`src/rtl/xnor_dot_sequencer.sv`:
```
// xnor_dot_sequencer: streams TP-bit operand chunks through one XNOR-popcount PE and
// accumulates the signed per-chunk results into a (matches - mismatches) dot product.
module xnor_dot_sequencer #(
  parameter  int TP      = 8,
  parameter  int MAX_LEN = 256,
  localparam int NCH     = MAX_LEN / TP,
  localparam int AW      = (NCH > 1) ? $clog2(NCH) : 1,
  localparam int LW      = $clog2(MAX_LEN) + 1,
  // one extra bit so an all-match chunk (+TP) is representable next to -TP
  localparam int PW      = $clog2(TP) + 2,
  localparam int RW      = LW + 1
) (
  input  logic                 clk_i,
  input  logic                 rst_ni,
  input  logic                 start_i,
  input  logic [LW-1:0]        len_i,
  output logic                 busy_o,
  output logic                 rd_en_o,
  output logic [AW-1:0]        rd_addr_o,
  input  logic [TP-1:0]        rd_data1_i,
  input  logic [TP-1:0]        rd_data2_i,
  output logic [TP-1:0]        pe_data1_o,
  output logic [TP-1:0]        pe_data2_o,
  output logic [TP-1:0]        pe_mask_o,
  input  logic signed [PW-1:0] pe_result_i,
  output logic signed [RW-1:0] result_o,
  output logic                 result_valid_o,
  input  logic                 result_ready_i
);
  localparam int LT = $clog2(TP);
  typedef enum logic [1:0] {IDLE, RUN, DRAIN, DONE} state_t;
  state_t               r_state, w_next;
  logic [AW-1:0]        r_addr, r_last;
  logic [LT-1:0]        r_rem;
  logic [TP-1:0]        r_mask;
  logic                 r_acc_en, r_tail;
  logic signed [RW-1:0] r_acc, w_inc;
  logic [LW-1:0]        w_len, w_lm1;
  logic                 w_is_last, w_start;
  assign w_len     = (len_i > LW'(MAX_LEN)) ? LW'(MAX_LEN) : len_i;
  assign w_lm1     = w_len - LW'(1);
  assign w_is_last = r_addr == r_last;
  assign w_start   = r_state == IDLE && start_i;
  // masked lanes come back from the PE as -1 each; the tail term cancels them
  assign w_inc     = RW'(pe_result_i) + (r_tail ? RW'(TP) - RW'(r_rem) : RW'(0));
  always_comb begin
    w_next = r_state;
    unique case (r_state)
      IDLE:    w_next = !start_i ? IDLE : (w_len == '0) ? DONE : RUN;
      RUN:     w_next = w_is_last ? DRAIN : RUN;
      DRAIN:   w_next = DONE;
      DONE:    w_next = result_ready_i ? IDLE : DONE;
      default: w_next = IDLE;
    endcase
  end
  always_ff @(posedge clk_i or negedge rst_ni)
    if (!rst_ni) r_state <= IDLE;
    else         r_state <= w_next;
  always_ff @(posedge clk_i or negedge rst_ni) begin
    if (!rst_ni) begin
      r_addr   <= '0;
      r_last   <= '0;
      r_rem    <= '0;
      r_mask   <= '0;
      r_acc_en <= 1'b0;
      r_tail   <= 1'b0;
      r_acc    <= '0;
    end else begin
      r_addr   <= (r_state == RUN && !w_is_last) ? r_addr + AW'(1) : '0;
      r_mask   <= (r_state != RUN) ? '0 :
                  (w_is_last && r_rem != '0) ? ~({TP{1'b1}} << r_rem) : '1;
      r_acc_en <= r_state == RUN;
      r_tail   <= r_state == RUN && w_is_last && r_rem != '0;
      r_acc    <= w_start ? '0 : r_acc_en ? r_acc + w_inc : r_acc;
      if (w_start) begin
        r_last <= AW'(w_lm1 >> LT);
        r_rem  <= w_len[LT-1:0];
      end
    end
  end
  assign busy_o         = r_state != IDLE;
  assign rd_en_o        = r_state == RUN;
  assign rd_addr_o      = r_addr;
  assign pe_mask_o      = r_mask;
  assign pe_data1_o     = r_acc_en ? rd_data1_i : '0;
  assign pe_data2_o     = r_acc_en ? rd_data2_i : '0;
  assign result_valid_o = r_state == DONE;
  assign result_o       = result_valid_o ? r_acc : '0;
endmodule

```
`config.mk`:
```
export PLATFORM = sky130hd
export DESIGN_NAME = xnor_dot_sequencer
export DESIGN_NICKNAME = d
export VERILOG_FILES = /design/src/rtl/xnor_dot_sequencer.sv
export SDC_FILE = /design/constraint.sdc
export NUM_CORES = 1
export LEC_CHECK = 0
export CORE_MARGIN = 2
export CORE_UTILIZATION = 50
export DETAILED_ROUTE_END_ITERATION = 8
export PLACE_DENSITY = 0.9
export SLEW_MARGIN = 25
export SYNTH_ARGS = -nofsm -noshare
export SYNTH_HDL_FRONTEND = slang
export SYNTH_SLANG_ARGS = --single-unit
```
`constraint.sdc`:
```
create_clock -name clk_i -period 7.57 [get_ports clk_i]
set_input_delay 2.271 -clock clk_i [delete_from_list [all_inputs] [get_ports clk_i]]
set_output_delay 2.271 -clock clk_i [all_outputs]
set_load 0.02 [all_outputs]
```
==> metrics.md <==
| Metric | Value |
|---|---|
| Final worst slack | between 1.5 and 2 ns |
| First-pass GRT wire length | 8562 µm |
| Setup violators final | 0 |
| H-tree Lvls | 2 |
| Setup crit end kind | output port |
| Synth Instances | 240 |
| Hold_buf cts | 0 |
| Vias | ~1,900 |
| Worst clock skew | around 0.0084 ns |
| I/O pins | 76 |
| DR WL/cell | 13.76 µm |
| GRT Residual Overflow | 0 |
| Async SR Flop Fraction | 1.000 |
| Fmax achieved | 174.0 MHz |
| Tot GR Track Use | 0.2131 |
| Max Slew Vio Count | 0 |
| Initial Utilization | 0.5175 |
| Layout cell share with drive strength beyond 1 | 0.05732 |
| CP max FO | 1 |
| Outcome | finished, final reports clean |
| Routed Antenna Nets | 0 |
| Core ar. | ~4400 µm² |
| CP startpoint kind | input port |
| Nets@finish | 370 |
| Initial antenna violation count | 0 |
| Worst EP required | between 5 and 6 ns |
| Post-synth top area cell | dfrtp_1 |
| Routability Congestion | around 0.83 |
| WL final | a little over 5000 µm |
| IO buf count | 75 |
| Yosys reg bits | 34 |
| Area contributors post-synth | dfrtp_1 (38%), ha_1 (10%), and2_1 (5.8%), nor2_1 (5.0%), fa_1 (4.4%) |
| Worst-margin pin slew | ~0.75 ns |
| CP Data Arrival Time | 3.48 ns |
| Worst vdd ir | between 0.2 and 0.25 mV |
| Area growth, synth to finish | 39.81% |
| Die width | between 70 and 80 µm |
| CTS root buf | clkbuf_8 |
| Core Util, Final | 0.7236 |
| Yosys top cell area share | 0.3776 |
| Synthesized net count | 297 |
| HPWL Detailed | between 3000 and 4000 µm |
| Synth cell types | between 40 and 50 |
| Setup WS pre-CTS | 1.829 ns |
| Post-CTS Setup Bufs | 0 |
| Tcrit/Tclk final | 0.7594 |
| DP Area | 3035 µm² |
| Post-synthesis cell area | ~2300 µm² |
| Ys Warns | 0 |
| Core Rows | 24 |
| Inserted Clock Buffers | 5 |
| Drt first pass iters | 4 |
| Die Height | approximately 71 µm |
| Register area share after synthesis | 0.3776 |
| Clock buffer depth | 2 |
| Post-route cell area | between 3000 and 4000 µm² |
| CTS tree | done |
| Full die area | 5059 µm² |
| Largest net degree at the start of global routing | 36 |
| Leak pwr | 1.416 nW |
| Slew margin rel. | 0.5013 |
| Clk_lat worst skew | slightly below 0.3 ns |
| Pwr dens | between 300 and 400 nW/µm² |
| TritonCTS Sinks | 34 |
| Critical path type | in -> out |
| Final setup TNS | 0 ns |
| Diodes inserted | 0 |
| Tmin final | 5.749 ns |
| First DRT Iteration DRCs | 93 |
| Fin. Hold Viols | 0 |
| RSZ-0062 raised after global routing | no |
| Gates resized, CTS repair | 0 |
| Worst Hold Class | reg -> reg |
| Maxcap violations | 0 |
| Most used flip-flop cell after synthesis | dfrtp_1 |
| Post-Syn Area per Cell | about 9.4 µm² |
| DRC errors left | 0 |
| Avg Vias per Cell | 5.221 |
| EDFF count, synth | 0 |
| Vias in the first global route | around 1,900 |
| CTS clk-pin slew, worst paths | 0.08 ns |
sequential cells by signal, summed over array words and instances, names as in the netlist:
signal,cells
r_acc,10
r_tail,1
r_last,5
r_state,2
pe_mask_o,8
rd_addr_o,5
r_rem,3
layout make-up:
cell class	count	area [µm²]
clock buffer	5	68.82
inverter	13	48.80
timing repair buffer	76	758.2
multi-input combinational	183	1313
tap	52	65.06
sequential	34	852.1
clock inverter	3	45.04
fill	329	1204
worst paths after layout:
check                              start             to  slack (ns)  cells after the start
hold reg to reg             rd_addr_o[0]   rd_addr_o[0]        0.54                      1
min in group asynchronous         rst_ni   rd_addr_o[4]        2.38                      2
max in group asynchronous         rst_ni   pe_mask_o[0]        4.87                      2
hold / removal              rd_addr_o[0]   rd_addr_o[0]        0.54                      1
setup reg to reg                r_rem[1]       r_acc[9]        4.35                     13
setup / recovery           rd_data2_i[6]  pe_data2_o[6]        1.82                      3
through the flow:
step           hold WS [ns]  total power, W  cells
6_report             0.5368        0.001213    366
5_1_grt              0.5688        0.001312    366
4_1_cts              0.5316        0.001222    366
3_5_place_dp         0.5195        0.001047    358
3_3_place_gp         0.5120        0.001020    358
2_1_floorplan        0.5024       0.0008071    240
power by group:
part / switching (W) / internal (W) / leakage [nW]
Sequential: 0.0000999 / 0.000265 / 0.393
Clock: 0.0000714 / 0.0000979 / 0.0504
Combinational: 0.000343 / 0.000336 / 0.973
metal layers:
| layer | vias to the layer above | share of wire | global-route usage |
|---|---|---|---|
| met3 | 12 | 0.037 | 0.04843 |
| met4 | 0 | 0.017 | 0.08176 |
| met5 | - | 0 | 0 |
| li1 | 950 | - | - |
| met1 | 909 | 0.43 | 0.2511 |
| met2 | 40 | 0.52 | 0.3769 |
cell families after synthesis:
group / synth area share
flip-flops: 0.3776
AND/OR/NAND/NOR: 0.2532
buffers and inverters: 0.03997
AO/OA/AOI/OAI: 0.1005
XOR/XNOR: 0.06219
adder cells (fa/ha/maj): 0.1444
multiplexers: 0.02221
cell usage in the layout (no fill, tap or decap), types with 3 or more instances in the layout:
cell,count
clkdlybuf4s50_1,75
dfrtp_1,33
nor2_1,30
and2_1,21
ha_1,18
and3_1,12
inv_1,12
nand2_1,11
a21oi_1,9
xor2_1,8
xnor2_1,8
o21ai_0,8
nor2b_1,6
nor3_1,5
nand3_1,5
mux2i_1,5
fa_1,5
clkbuf_8,5
nand3b_1,4
a21o_1,3
cells in the mapped netlist (all sizes together), types with 8 or more instances:
master and n:
inv 13, o21ai 10, xnor2 8, clkbuf 8
a21oi 11, nor2 30, and2 21, ha 18
dfrtp 34, xor2 8, nand2 11, and3 12
worst max-delay path, cell delays in order:
cell and delay (ns):
clkdlybuf4s50_1 0.46, and2_1 0.14, clkdlybuf4s50_1 0.61
No activity file was read; power rests on OpenSTA's default activity.
